[src/rtl/drink_vend_ctrl.sv]
// Drink vending controller: edge-detected coin entry, a dispense handshake with a timeout,
// and a one-coin-at-a-time change/refund handshake. All outputs come straight from flops.
module drink_vend_ctrl #(
    parameter int PRICE    = 3,
    parameter int DISP_TMO = 50
) (
    input  logic       CP,
    input  logic       Rst_sync,
    input  logic [1:0] X,
    input  logic       Cancel,
    input  logic       Disp_done,
    input  logic       Chg_ack,
    output logic       Disp_req,
    output logic       Chg_req,
    output logic [2:0] Credit,
    output logic [2:0] cur_state,
    output logic       Err
);

    typedef enum logic [2:0] {
        IDLE     = 3'b000,
        CREDIT   = 3'b001,
        DISPENSE = 3'b010,
        CHANGE   = 3'b011,
        REFUND   = 3'b100
    } state_t;

    localparam int         TW         = (DISP_TMO > 1) ? $clog2(DISP_TMO) : 1;
    localparam logic [TW-1:0] TMO_LAST = TW'(DISP_TMO - 1);
    localparam logic [3:0] PRICE_W    = 4'(PRICE);
    localparam logic [2:0] PRICE_C    = 3'(PRICE);
    localparam logic [3:0] CREDIT_MAX = 4'd4;

    state_t        state_q, state_d;
    logic [1:0]    x_q;
    logic          x_held_rst_q;
    logic [2:0]    credit_q, credit_d;
    logic          disp_req_q, disp_req_d;
    logic          chg_req_q, chg_req_d;
    logic          err_q, err_d;
    logic [TW-1:0] tmo_q, tmo_d;

    logic          coin_evt;
    logic [1:0]    coin_add;
    logic          coin_bad;
    logic [3:0]    credit_sum;
    logic [2:0]    credit_acc;

    // A button already pressed while reset was held must be released before it counts.
    assign coin_evt = (x_q == 2'b00) && (X != 2'b00) && !x_held_rst_q;

    always_comb begin
        // NOTE: every signal written here gets a default first, so no path can infer a latch.
        coin_add   = 2'd0;
        coin_bad   = 1'b0;
        state_d    = state_q;
        credit_d   = credit_q;
        disp_req_d = 1'b0;
        chg_req_d  = 1'b0;
        err_d      = 1'b0;
        tmo_d      = '0;

        if (coin_evt) begin
            case (X)
                2'b01:   coin_add = 2'd1;
                2'b10:   coin_add = 2'd2;
                default: coin_bad = 1'b1;
            endcase
        end
        credit_sum = {1'b0, credit_q} + {2'b00, coin_add};
        if (coin_evt && credit_sum > CREDIT_MAX) begin
            coin_bad = 1'b1;
        end
        credit_acc = coin_bad ? credit_q : credit_sum[2:0];

        case (state_q)
            IDLE, CREDIT: begin
                // The coin is credited first; Cancel only matters if the total is still short.
                err_d    = coin_bad;
                credit_d = credit_acc;
                if ({1'b0, credit_acc} >= PRICE_W) begin
                    state_d    = DISPENSE;
                    disp_req_d = 1'b1;
                end else if (Cancel && credit_acc != 3'd0) begin
                    state_d   = REFUND;
                    chg_req_d = 1'b1;
                end else if (credit_acc != 3'd0) begin
                    state_d = CREDIT;
                end else begin
                    state_d = IDLE;
                end
            end
            DISPENSE: begin
                if (Disp_done) begin
                    credit_d  = credit_q - PRICE_C;
                    chg_req_d = (credit_q > PRICE_C);
                    state_d   = (credit_q > PRICE_C) ? CHANGE : IDLE;
                end else if (tmo_q == TMO_LAST) begin
                    err_d     = 1'b1;
                    chg_req_d = (credit_q != 3'd0);
                    state_d   = REFUND;
                end else begin
                    tmo_d      = tmo_q + 1'b1;
                    disp_req_d = 1'b1;
                end
            end
            CHANGE, REFUND: begin
                if (chg_req_q && Chg_ack && credit_q != 3'd0) begin
                    credit_d = credit_q - 3'd1;
                end
                chg_req_d = (credit_d != 3'd0);
                if (credit_d == 3'd0) begin
                    state_d = IDLE;
                end
            end
            default: begin
                state_d  = IDLE;
                credit_d = 3'd0;
            end
        endcase
    end

    always_ff @(posedge CP) begin
        // NOTE: state registers use non-blocking assignments so every flop samples pre-edge values.
        if (Rst_sync) begin
            state_q      <= IDLE;
            x_q          <= 2'b00;
            x_held_rst_q <= (X != 2'b00);
            credit_q     <= 3'd0;
            disp_req_q   <= 1'b0;
            chg_req_q    <= 1'b0;
            err_q        <= 1'b0;
            tmo_q        <= '0;
        end else begin
            state_q      <= state_d;
            x_q          <= X;
            x_held_rst_q <= 1'b0;
            credit_q     <= credit_d;
            disp_req_q   <= disp_req_d;
            chg_req_q    <= chg_req_d;
            err_q        <= err_d;
            tmo_q        <= tmo_d;
        end
    end

    assign Disp_req  = disp_req_q;
    assign Chg_req   = chg_req_q;
    assign Credit    = credit_q;
    assign cur_state = state_q;
    assign Err       = err_q;

endmodule
[config.mk]
export PLATFORM = sky130hd
export DESIGN_NAME = drink_vend_ctrl
export DESIGN_NICKNAME = d
export VERILOG_FILES = /design/src/rtl/drink_vend_ctrl.sv
export SDC_FILE = /design/constraint.sdc
export NUM_CORES = 1
export LEC_CHECK = 0
export BUFFER_PORTS_ARGS = -buffer_cell sky130_fd_sc_hd__buf_2
export CORE_ASPECT_RATIO = 1.1
export CORE_MARGIN = 4
export CORE_UTILIZATION = 55
export CTS_CLUSTER_SIZE = 24
export DETAILED_ROUTE_END_ITERATION = 10
export MAX_ROUTING_LAYER = met4
export PLACE_DENSITY = 0.76
export SLEW_MARGIN = 20
export SYNTH_ARGS = -nofsm -noshare
export SYNTH_HDL_FRONTEND = slang
export SYNTH_SLANG_ARGS = --single-unit
[constraint.sdc]
create_clock -name CP -period 3.59 [get_ports CP]
set_input_delay 0.5385 -clock CP [delete_from_list [all_inputs] [get_ports CP]]
set_output_delay 0.5385 -clock CP [all_outputs]
set_load 0.01 [all_outputs]
After elaboration in Yosys (flattened, before gate mapping)

Index checks and enable logic that the tools add are counted.

Word-level logic and storage cells: 75
Bits of input ports: 7
Register bits after elaboration: 18
Output and inout port bits: 9

Add/subtract/negate cells: 4
Order comparisons: 3
Reduce and logical (&&, ||, !) cells: 19
Equal/unequal tests: 10
Mux-type cells: 30
Bitwise operators: 1

Operator list:

| kind                                                               | count |
|---|---|
| 2-to-1 mux 3 bit                                                   | 9 |
| case mux 3 bit (3 select lines)                                    | 2 |
| 2-to-1 mux 1 bit                                                   | 13 |
| nonzero test 3 bit                                                 | 3 |
| adder 6 x 1 -> 6 bit (second input constant)                       | 1 |
| == test 3 x 2 -> 1 bit (second input constant)                     | 2 |
| == test 6 bit (second input constant)                              | 1 |
| logical AND 1 bit                                                  | 6 |
| zero test 3 bit                                                    | 2 |
| OR reduction 2 bit                                                 | 3 |
| adder 3 x 2 -> 4 bit                                               | 1 |
| > comparator 4 x 3 -> 1 bit (second input constant)                | 1 |
| 2-to-1 mux 2 bit                                                   | 2 |
| != test 2 bit (second input constant)                              | 2 |
| case mux 1 bit (2 select lines)                                    | 2 |
| case mux 2 bit (2 select lines)                                    | 1 |
| OR reduction 4 bit                                                 | 1 |
| == test 3 x 1 -> 1 bit (second input constant)                     | 1 |
| == test 3 bit (second input constant)                              | 1 |
| greater-or-equal comparator 3 x 2 -> 1 bit (second input constant) | 1 |
| > comparator 3 x 2 -> 1 bit (second input constant)                | 1 |
| != test 3 bit (second input constant)                              | 1 |
| case mux 1 bit (3 select lines)                                    | 1 |
| subtractor 3 x 1 -> 3 bit (second input constant)                  | 1 |
| other kinds (8)                                                    | 8 |

Logic depth before layout (Yosys ltp)

Gate-level depths: netlist (run 1).

Depth after elaboration: 14
Depth in mapped cells: 12

Worst setup path after synthesis (run 1)

OpenSTA, ideal clock, no wires.

Path type: input -> register
Start point: input X[0]
End point: register state_q[2], in the netlist cur_state[2]
Path slack: 411 ps
Library setup time: 88 ps
Buffers on the path: 0
Required time: 3,502 ps
Arrival: 3,091 ps
Stages: 12
Cells stage by stage: inv_1 > ha_1 > nor4_2 > and2_1 > ha_1 > inv_1 > fa_1 > nor2b_1 > o221ai_1 > a211oi_1 > o2111ai_1 > a311oi_2

Longest elaborated chain between the ends: 14
Elaborated cells on any way between the ends: 21
Those cells by class: add/sub (1); order compare (2); eq/ne (2); mux (9); reduce/logical (7)

Ends and longest elaborated chain:

| element                                                                                            | RTL line | RTL |
|---|---|---|
| start, declared                                                                                    | 9        | `input logic [1:0] X,` |
| parallel branches: the longest is 8 deep, another holds adder 3 x 2 -> 4 bit                       | -        |  |
| 2-to-1 mux 3 bit *                                                                                 | 74       | `credit_acc = coin_bad ? credit_q : credit_sum[2:0];` |
| parallel branches: the longest is 3 deep, another holds greater-or-equal comparator 3 x 2 -> 1 bit | -        |  |
| 2-to-1 mux 3 bit *                                                                                 | 81       | `if ({1'b0, credit_acc} >= PRICE_W) begin` |
| case mux 3 bit (3 select lines) *                                                                  | 76       | `case (state_q)` |
| end signal, assigned                                                                               | 135      | `state_q <= state_d;` |
| end, declared                                                                                      | 34       | `state_t state_q, state_d;` |

Every way passes the cells marked *.
A chain may end at the register's enable or synchronous reset.

Worst setup path after layout (run 1)

Same ends and word-level chain as after synthesis.

==> metrics.md, run 1 <==
| Metric | Value |
|---|---|
| Max_cap viols | 0 |
| NetSw | 426 uW |
| Crit path buf inv count | 3 |
| Flop2flop setup slack | 0.64 ns |
| M1 GR Usage | 25.7% |
| Input/output buffers | 15 |
| GPL Wtd Cong | 0.884 |
| Synthesis-to-finish area growth | 9.11% |
| Clock sink total | 18 |
| CTS Buffer Depth | 2 |
| Comb power frac | 50.5% |
| TritonCTS Buffers | 3 |
| Complex-gate fraction of the synthesized area | 23.2% |
| Fin crit share | 89.1% |
| Netlist cell types | 55 |
| Utilization after layout | 63.9% |
| Internal Power | 506 uW |
| Post-Synth Simple-Gate Area | 27.8% |
| Top FF cell, synth | dfxtp_1 |
| Slew margin rel. | 68.0% |
| GRT overflow | 0 |
| Top cells by area, synth | dfxtp_1 (27%), ha_1 (10%), nor2_1 (5.9%), o21ai_0 (2.6%), inv_1 (2.5%) |
| Most frequent cell after synthesis | nor2_1 |
| Met2 Use GR | 38.2% |
| Pin count of the biggest net entering global routing | 14 |
| CP max-delay cell | fa_1 |
| Final Hold Fails | 0 |
| Hold WC Path Type | reg2reg |
| CP required | 3.80 ns |
| Starting density of the core | 58.6% |
| Top-area cell type share of the netlist area | 27.0% |
| HPWL Detailed | 2410 um |
| Sequential share of the synthesized area | 27.0% |
| CTS tree | yes |
| Post_cts resized | 0 |
| Crit path max fanout | 4 |
| Routed WL per cell | 15.0 um |
| Via count | 1,215 |
| H-tree lvl count | 1 |
| Yosys warning total | 0 |
| Vias/cell | 5.99 |
| Adder-Cell Fraction of Synth Area | 11.8% |
| PwrDens | 641 nW/um2 |
| DRT antenna net count | 0 |
| Kind of critical path | in2reg |
| Crit path max-delay family | compound AO/OA/AOI/OAI gates |
| Die area | 3280 um2 |
| # nets final | 193 |
| Synth top cells by count | nor2_1 (21), dfxtp_1 (18), ha_1 (11), inv_1 (9), nand2_1 (8) |
| Layout cells sized above 1 | 20.2% |
| Initial DRC Count | 27 |
| Die width | 54.9 um |
| Crit end category | flip-flop |
| Fraction of registers with async set or reset after synthesis | 0% |
| Total GRT Usage | 22.4% |
| Sequential Power Share | 35.8% |
| Std cell rows | 18 |
| Leak | 0.587 nW |
| Global-route wire length before repair | 5200 um |
| Postcts setup bufs | 0 |
| Max Freq | 313 MHz |
| Sw frac | 45.7% |
| Clock Root Buffer | clkbuf_4 |
| Hold Buf Count CTS | 0 |
| Synthesized area | 1330 um2 |
| Final setup vio count | 0 |
| Status | finished, final reports clean |
| CP Launch Type | input pin |
| Core footprint | 2270 um2 |
| Drt first pass iters | 4 |
| Post-route DRC | 0 |
| Filler Cells Inserted | 201 |
| Post-Route WL | 3040 um |
| Post-synth top area cell | dfxtp_1 |
| Antenna diodes | 0 |
| Slew @ Worst Pin | 0.479 ns |
| Number of synthesized flops with an enable pin | 0 |
| Clk pwr share | 13.8% |
| Initial antenna violation count | 0 |
| Vias in the first global route | 1,205 |
| Io pins | 16 |
| Post-Synth XOR/XNOR Area | 3.94% |
| Avg Inst Size Synth | 8.38 um2 |
| Synth Register Bits | 18 |
| Peak VDD IR | 379 uV |
| Worst Path Arrival | 3.41 ns |
| Main combinational cell family by area after synthesis | simple AND/OR/NAND/NOR gates |
| Mux cell area share after synthesis | 0.751% |
| Syn Nets | 178 |
| Pins over their slew limit | 0 |
| RSZ-0062 raised after global routing | no |
| Worst skew pair latency | 0.30 ns |
| Height of the die | 59.6 um |
| Skew final | 0.00973 ns |
| Most Crowded Layer GR | met2 |
| Grt met3 use | 3.02% |
| Crit path largest cell delay | 0.55 ns |
| Tmin final | 3.20 ns |
| Setup tns final | 0 ns |
| Worst path cell trace | buf_2, inv_1, ha_1, nor4_2, and2_1, ha_1, inv_1, fa_1, nor2b_1, o221ai_1, a211oi_1, o2111ai_1, a311oi_2 |
| CTS clk-pin slew, worst paths | 0.11 ns |
| Cell count after synthesis | 159 |
[cells by family (layout without fill, tap and decap cells)]
| group | Yosys count | count (layout) |
|---|---|---|
| and+or+nand+nor | 67 | 67 |
| AOI/OAI and AO/OA | 39 | 39 |
| DFF | 18 | 18 |
| buffers and inverters | 16 | 30 |
| adders and majority gates | 12 | 12 |
| xor gates and xnor gates | 6 | 6 |
| muxes | 1 | 1 |
[path summary, 6_finish.rpt]
kind,depth (start not counted),end,start
min reg2reg,1,tmo_q[0],tmo_q[0]
max,13,cur_state[2],X[0]
min,1,tmo_q[0],tmo_q[0]
max reg2reg,10,cur_state[2],x_q[1]
[stage by stage]
stage	setup slack (ns)	std cells	hold WS [ns]	power (mW)	instance area (um2)
after CTS	0.415	203	0.485	0.930	1450
final	0.391	203	0.477	0.931	1450
after detailed placement	0.121	199	0.458	0.801	1420
after floorplan	0.411	159	0.430	0.685	1330
after global placement	0.322	199	0.446	0.784	1420
after global routing	0.168	203	0.531	1.00	1450
[area by class of cell]
class / count / area, um2 / share of cell area [%]
multi-input cells: 125 / 900 / 61.9
flip-flops and latches: 18 / 360 / 24.8
repair buffers: 16 / 82.6 / 5.68
inverters: 10 / 37.5 / 2.58
well taps: 30 / 37.5 / 2.58
clock buffers: 4 / 36.3 / 2.50
[registers in the layout (all words and copies together), names as in the netlist]
| register | flops |
|---|---|
| Chg_req | 1 |
| Credit | 3 |
| Disp_req | 1 |
| Err | 1 |
| cur_state | 3 |
| tmo_q | 6 |
| x_held_rst_q | 1 |
| x_q | 2 |
[power groups by stage]
stage | Clock, mW | Sequential [mW] | Combinational, mW
after floorplan | 0 | 0.298 | 0.387
after global placement | 0 | 0.332 | 0.452
after detailed placement | 0 | 0.336 | 0.465
after CTS | 0.130 | 0.331 | 0.470
after global routing | 0.140 | 0.343 | 0.520
final | 0.128 | 0.333 | 0.470
[worst reg2reg max path: stages (launching register included)]
cell	delay, ns
dfxtp_1	0.34
nor4_2	0.30
and2_1	0.18
ha_1	0.17
inv_1	0.06
fa_1	0.55
nor2b_1	0.24
o221ai_1	0.18
a211oi_1	0.36
o2111ai_1	0.20
a311oi_2	0.28
[placed cells by master, fill, tap and decap left out, types with 2 or more instances in the layout]
master     count
a21oi_1        6
a311oi_1       3
a32oi_2        2
and2_1         4
buf_2         15
clkbuf_4       3
dfxtp_1       18
ha_1          11
inv_1          9
nand2_1        8
nand3_1        6
nand3b_1       4
nand4_1        2
nor2_1        21
nor2b_1        5
nor3_1         2
o211ai_1       2
o21ai_0        7
o22ai_1        2
o2bb2ai_1      2
or2_2          2
or3_1          2
xnor2_1        3
xor2_1         3
[per-layer routing]
metal  wire, um  up-vias
met1       1230      562
li1           -      603
met3        176        9
met4         65        0
met5          0        -
met2       1580       41
Note: power is estimated with default switching activity, not from simulation.
==> run 2, diff against run 1 <==
- ABC_AREA: unset -> 1
- HOLD_SLACK_MARGIN: unset -> 0.03
- PLACE_DENSITY: 0.76 -> 0.77
==> metrics.md, run 2 <==
| Metric | Value |
|---|---|
| Crit path max fanout | 7 (+3) |
| Postcts setup bufs | 0 (unchanged) |
| CTS tree | yes |
| Max_cap viols | 0 (unchanged) |
| H-tree lvl count | 1 (unchanged) |
| TritonCTS Buffers | 3 (unchanged) |
| Sw frac | 46.0% (+0.29 points) |
| Io pins | 16 (unchanged) |
| HPWL Detailed | 2010 um (-17%) |
| Internal Power | 449 uW (-11%) |
| Most frequent cell after synthesis | nand2_1 |
| Synth top cells by count | nand2_1 (42), nor2_1 (23), inv_1 (22), dfxtp_1 (18), a21oi_1 (12) |
| Number of synthesized flops with an enable pin | 0 (unchanged) |
| Hold WC Path Type | reg2reg |
| Critical Path Stages | 19 (+6) |
| Worst Path Arrival | 3.16 ns (-0.25 ns) |
| Leading cell types in the layout, fill and taps excluded | nand2_1 (42), nor2_1 (23), inv_1 (22), dfxtp_1 (18), buf_2 (15) |
| Avg Inst Size Synth | 7.16 um2 (-15%) |
| Largest register by flop count | tmo_q |
| Worst Setup EP | Chg_req |
| Max reg flops | 6 (unchanged) |
| Final setup vio count | 0 (unchanged) |
| CTS Buffer Depth | 2 (unchanged) |
| Kind of critical path | in2reg |
| Pin count of the biggest net entering global routing | 11 (-3) |
| # nets final | 205 (+6.2%) |
| Via count | 1,076 (-11%) |
| Most frequent CP cell | nand2_1 |
| Netlist cell types | 25 (-55%) |
| Max Freq | 341 MHz (+9.2%) |
| Antenna diodes | 0 (unchanged) |
| Hold Buf Count CTS | 0 (unchanged) |
| CP startpoint | X[0] |
| Cell count after synthesis | 168 (+5.7%) |
| Core footprint | 2040 um2 (-10%) |
| Pwr Total | 832 uW (-11%) |
| Tmin final | 2.93 ns (-0.270 ns) |
| Comb power frac | 50.6% (about the same) |
| Drt first pass iters | 4 (unchanged) |
| Vias in the first global route | 1,021 (-15%) |
| Yosys warning total | 0 (unchanged) |
| Top FF cell, synth | dfxtp_1 |
| GRT overflow | 0 (unchanged) |
| Setup tns final | 0 ns (unchanged) |
| Fin crit share | 81.6% (-7.5 points) |
| Peak VDD IR | 367 uV (-3.2%) |
| Worst path cell trace | buf_2, inv_1, ha_1, nor2_1, nor3b_4, and2_1, ha_1, inv_1, fa_1, nand2_1, nand3_1, nand2_1, nand2_1, nand2_1, nand2_1, nand2_1, nand2_1, nand3_2, a21oi_1 |
| Min-delay src | tmo_q[0] |
| Total GRT Usage | 19.2% (-3.2 points) |
| Starting density of the core | 58.9% (+0.30 points) |
| Synth Register Bits | 18 (unchanged) |
| DRT antenna net count | 0 (unchanged) |
| Post_cts resized | 0 (unchanged) |
| Leak | 0.679 nW (+16%) |
| Post-Place Cells | 209 (+5.0%) |
| Initial DRC Count | 21 (-22%) |
| Filler Cells Inserted | 214 (+6.5%) |
| Syn Nets | 187 (+5.1%) |
| Clock Root Buffer | clkbuf_4 |
| Sequential Power Share | 34.2% (-1.6 points) |
| Pins over their slew limit | 0 (unchanged) |
| GPL Wtd Cong | 0.895 (+1.2%) |
| Sequential share of the synthesized area | 30.0% (+2.9 points) |
| Layout cells sized above 1 | 16.8% (-3.5 points) |
| Crit end category | flip-flop |
| NetSw | 383 uW (-10%) |
| PwrDens | 623 nW/um2 (-2.7%) |
| Post-route DRC | 0 (unchanged) |
| Global-route wire length before repair | 4280 um (-18%) |
| Std cell rows | 17 (-1) |
| Vias/cell | 5.05 (-16%) |
| Worst skew pair latency | 0.30 ns (about the same) |
| Commonest non-fill, non-tap cell in the layout | nand2_1 |
| CP required | 3.82 ns (+0.02 ns) |
| RSZ-0062 raised after global routing | no |
| Crit path largest cell delay | 0.49 ns (-0.06 ns) |
| Multi-input logic area | 737 um2 (-18%) |
| Crit path buf inv count | 3 (unchanged) |
| Clock sink total | 18 (unchanged) |
| Reg2Reg Capture Point | Chg_req |
| Clk pwr share | 15.2% (+1.4 points) |
| CP max-delay cell | fa_1 |
| Post-synth top area cell | dfxtp_1 |
| CP Launch Type | input pin |
| CTS clk-pin slew, worst paths | 0.11 ns (about the same) |
| Synthesized area | 1200 um2 (-9.8%) |
| Input/output buffers | 15 (unchanged) |
| Top-area cell type share of the netlist area | 30.0% (+2.9 points) |
| Register area | 360 um2 (unchanged) |
| Top cells by area, synth | dfxtp_1 (30%), nand2_1 (13%), ha_1 (11%), nor2_1 (7.2%), inv_1 (6.9%) |
| Fraction of registers with async set or reset after synthesis | 0% (unchanged) |
| RR Startpoint | x_held_rst_q |
| Slew @ Worst Pin | 0.321 ns (-0.158 ns) |
| Die area | 3000 um2 (-8.4%) |
| Status | finished, final reports clean |
| Routed WL per cell | 11.5 um (-23%) |
| R2R cell count | 16 (+6) |
| Crit path max-delay family | simple AND/OR/NAND/NOR gates |
| Skew final | 0.0120 ns (+0.00226 ns) |
| Slew margin rel. | 78.6% (+11 points) |
| Post-Route WL | 2450 um (-20%) |
| Synthesis-to-finish area growth | 10.9% |
| Die width | 52.6 um (-4.3%) |
| Layout Cells excl Fill | 213 (+4.9%) |
| Initial antenna violation count | 0 (unchanged) |
| Flop2flop setup slack | 1.00 ns (+0.36 ns) |
| Final Hold Fails | 0 (unchanged) |
| Height of the die | 57.0 um (-4.3%) |
## run 2: cell types whose count changed after synthesis, moves of 3 or more
cell | before | now
inv_1 | 9 | 22
nand2_1 | 8 | 42
a21oi_1 | 6 | 12
and2_1 | 4 | 1
nand3_2 | 0 | 3
a311oi_1 | 3 | 0
o21ai_0 | 7 | 3
nor2b_1 | 5 | 0
nand3_1 | 6 | 11
nand3b_1 | 4 | 1
## run 2: kinds of logic after synthesis
| logic type | share of synthesized area, % |
|---|---|
| AOI/OAI and AO/OA | 8.74 |
| xor gates and xnor gates | 2.91 |
| adders and majority gates | 13.1 |
| buffers and inverters | 8.74 |
| DFF | 30.0 |
| and+or+nand+nor | 36.5 |
## run 2: per-stage QoR
stage	hold slack (ns)	setup WS, ns	instance area, um2	utilization (%)
6_report	0.481	0.661	1330	65.3
2_1_floorplan	0.434	0.779	1200	-
3_5_place_dp	0.469	0.368	1300	63.5
3_3_place_gp	0.449	0.470	1300	63.5
4_1_cts	0.492	0.672	1330	65.3
5_1_grt	0.513	0.375	1330	65.3
## run 2: power by group through the flow
stage	clock (mW)	sequential, mW	combinational, mW
6_report	0.126	0.285	0.421
5_1_grt	0.138	0.292	0.479
4_1_cts	0.127	0.286	0.421
3_5_place_dp	0	0.291	0.417
3_3_place_gp	0	0.288	0.411
2_1_floorplan	0	0.297	0.301
## run 2: worst min path at each step
stage / to / slack, ns / cells after the start
2_1_floorplan: tmo_q[0] / 0.43 / 1
3_3_place_gp: tmo_q[0] / 0.45 / 1
3_5_place_dp: tmo_q[0] / 0.47 / 1
4_1_cts: tmo_q[0] / 0.49 / 1
5_1_grt: tmo_q[0] / 0.51 / 1
6_report: tmo_q[0] / 0.48 / 1
## run 2: routing by layer
layer	vias to the layer above	part of all wire, %	track usage [%]
met5	-	0	-
met4	0	1.2	5.11
met3	4	4.3	4.96
met2	23	51	33.0
met1	481	44	21.7
li1	568	-	-
## run 2: layout make-up
class | count | share of cell area (%)
clock buffers | 4 | 2.72
inverters | 24 | 6.75
multi-input cells | 124 | 55.3
flip-flops and latches | 18 | 27.0
well taps | 28 | 2.63
repair buffers | 15 | 5.63
==> run 3, diff against run 2 <==
- ABC_AREA: 1 -> 0
- PLACE_DENSITY: 0.77 -> 0.76
- clock period: 3.59 -> 2.76 ns (I/O delays scaled with it)
==> metrics.md, run 3 (synthesis results as in run 1) <==
| Metric | Value |
|---|---|
| Io pins | 16 (unchanged) |
| Met2 WL | 1700 um (+37%) |
| Vias in the first global route | 1,177 (+15%) |
| Pin count of the biggest net entering global routing | 14 (+3) |
| Utilization after layout | 72.8% (+7.5 points) |
| Kind of critical path | in2reg |
| Clock sink total | 18 (unchanged) |
| Hold WC Path Type | in2reg |
| Drt first pass iters | 4 (unchanged) |
| H-tree lvl count | 1 (unchanged) |
| Slew @ Worst Pin | 0.452 ns (+0.130 ns) |
| Pins over their slew limit | 0 (unchanged) |
| RSZ-0062 raised after global routing | yes |
| Input/output buffers | 15 (unchanged) |
| Std cell rows | 18 (+1) |
| Peak VDD IR | 494 uV (+35%) |
| Via count | 1,273 (+18%) |
| Post-Place Cells | 209 (unchanged) |
| Fin crit share | 96.6% |
| Layout Cells excl Fill | 216 (+1.4%) |
| Crit path max fanout | 3 (-4) |
| Die width | 54.9 um (+4.5%) |
| Multi-input logic area | 966 um2 (+31%) |
| Post-DP Area | 1570 um2 (+21%) |
| Layout cells sized above 1 | 31.7% (+15 points) |
| CP required | 2.97 ns (-0.85 ns) |
| Hold Buf Count CTS | 0 (unchanged) |
| Starting density of the core | 58.6% (-0.30 points) |
| Wl on met1 | 1330 um (+24%) |
| Post-route DRC | 0 (unchanged) |
| CTS tree | yes |
| Commonest non-fill, non-tap cell in the layout | nor2_1 |
| Total GRT Usage | 21.6% (+2.4 points) |
| Core footprint | 2270 um2 (+11%) |
| Max_cap viols | 0 (unchanged) |
| Reg2Reg Capture Point | Chg_req |
| Worst skew pair latency | 0.29 ns (about the same) |
| Height of the die | 59.6 um (+4.5%) |
| Final setup vio count | 0 (unchanged) |
| Filler Cells Inserted | 188 (-12%) |
| Max Freq | 375 MHz |
| Tmin final | 2.67 ns |
| Status | finished, final reports clean |
| Die area | 3280 um2 (+9.2%) |
| DRT antenna net count | 0 (unchanged) |
| HPWL Detailed | 2500 um (+24%) |
| Initial antenna violation count | 0 (unchanged) |
| Largest register by flop count | tmo_q |
| Max reg flops | 6 (unchanged) |
| Crit end category | flip-flop |
| Final Hold Fails | 0 (unchanged) |
| Leading cell types in the layout, fill and taps excluded | nor2_1 (21), dfxtp_1 (18), buf_4 (15), buf_2 (13), ha_1 (9) |
| CP startpoint | X[1] |
| RR Startpoint | x_q[0] |
| Met3 WL | 181 um (+71%) |
| CTS Buffer Depth | 2 (unchanged) |
| Skew final | 0.0120 ns (-0.0000434 ns) |
| Routed WL per cell | 15.1 um (+32%) |
| Leak | 0.675 nW (-0.66%) |
| Post-Route WL | 3270 um (+34%) |
| CP max-delay cell | fa_2 |
| Flop2flop setup slack | 0.15 ns (-0.85 ns) |
| Antenna diodes | 0 (unchanged) |
| Slew margin rel. | 69.8% (-8.7 points) |
| Clock Root Buffer | clkbuf_4 |
| Crit path largest cell delay | 0.52 ns (+0.03 ns) |
| Global-route wire length before repair | 5090 um (+19%) |
| PwrDens | 767 nW/um2 (+23%) |
| CP Launch Type | input pin |
| Worst Setup EP | Chg_req |
| Fin Hold WS | 0.445 ns (-0.0354 ns) |
| Synthesis-to-finish area growth | 24.3% |
| CTS clk-pin slew, worst paths | 0.10 ns (about the same) |
| Vias/cell | 5.89 (+17%) |
| TritonCTS Buffers | 3 (unchanged) |
| # nets final | 207 (+0.98%) |
| Pwr Total | 1.27 mW (+53%) |
| Highest routed layer | met4 |
| Fin area | 1660 um2 (+24%) |
| GRT overflow | 0 (unchanged) |
| R2R cell count | 10 (-6) |
| GPL Wtd Cong | 0.929 (+3.8%) |
| Initial DRC Count | 44 (+110%) |
| Register area | 360 um2 (unchanged) |
| Worst path cell trace | buf_12, inv_12, ha_4, nor4_4, and2_1, ha_2, inv_2, fa_2, nor2b_4, o221ai_2, a211oi_2, o2111ai_2, a311oi_1 |
| Worst Path Arrival | 2.88 ns (-0.28 ns) |
run 3: changes by cell type in the layout (fill, tap and decap cells not counted), moves of 4 or more:
cell     delta
inv_1      -16
nand3_1     -5
a21oi_1     -6
nand2_1    -34
o21ai_0     +4
nor2b_1     +4
buf_4      +15
run 3: layout make-up:
type	instances	area share [%]
clock buffer	3	1.36
inverter	10	3.47
multi-input combinational	125	58.3
sequential	18	21.8
tap	30	2.27
timing repair buffer	30	12.8
run 3: critical path, delay by kind of cell:
kind,cells,cell delay [ns]
adders and majority gates,3,0.86
AOI/OAI and AO/OA,4,0.85
and+or+nand+nor,3,0.60
buffers and inverters,3,0.16
run 3: stage by stage:
step	setup WS (ns)	TNS, ns
floorplan	-0.0126	-0.0126
global placement	-0.141	-0.593
detailed placement	-0.217	-0.912
CTS	0.112	0
global route	-0.0535	-0.0857
finish	0.0930	0
run 3: how the worst min path moves through the flow:
stage	startpoint	endpoint	cells after the start
3_3_place_gp	tmo_q[0]	tmo_q[0]	1
3_5_place_dp	tmo_q[0]	tmo_q[0]	1
4_1_cts	Rst_sync	cur_state[2]	2
5_1_grt	X[1]	x_q[1]	4
2_1_floorplan	tmo_q[0]	tmo_q[0]	1
6_report	Rst_sync	x_q[0]	2
run 3: layer usage:
metal  global-route usage, %  vias to the layer above
met5                       -                        -
met4                    6.60                        0
met3                    6.80                       10
met2                    36.5                       49
met1                    23.8                      584
li1                        -                      630
run 3: where the power goes:
| group | internal [mW] | switching (mW) |
|---|---|---|
| logic | 0.325 | 0.398 |
| clock network | 0.0507 | 0.0763 |
| registers | 0.314 | 0.108 |
run 3: repair_timing:
action / CTS / global route
setup endpoints to repair: 0 / 2
buffers inserted: 0 / 4
gates resized for setup: 0 / 10
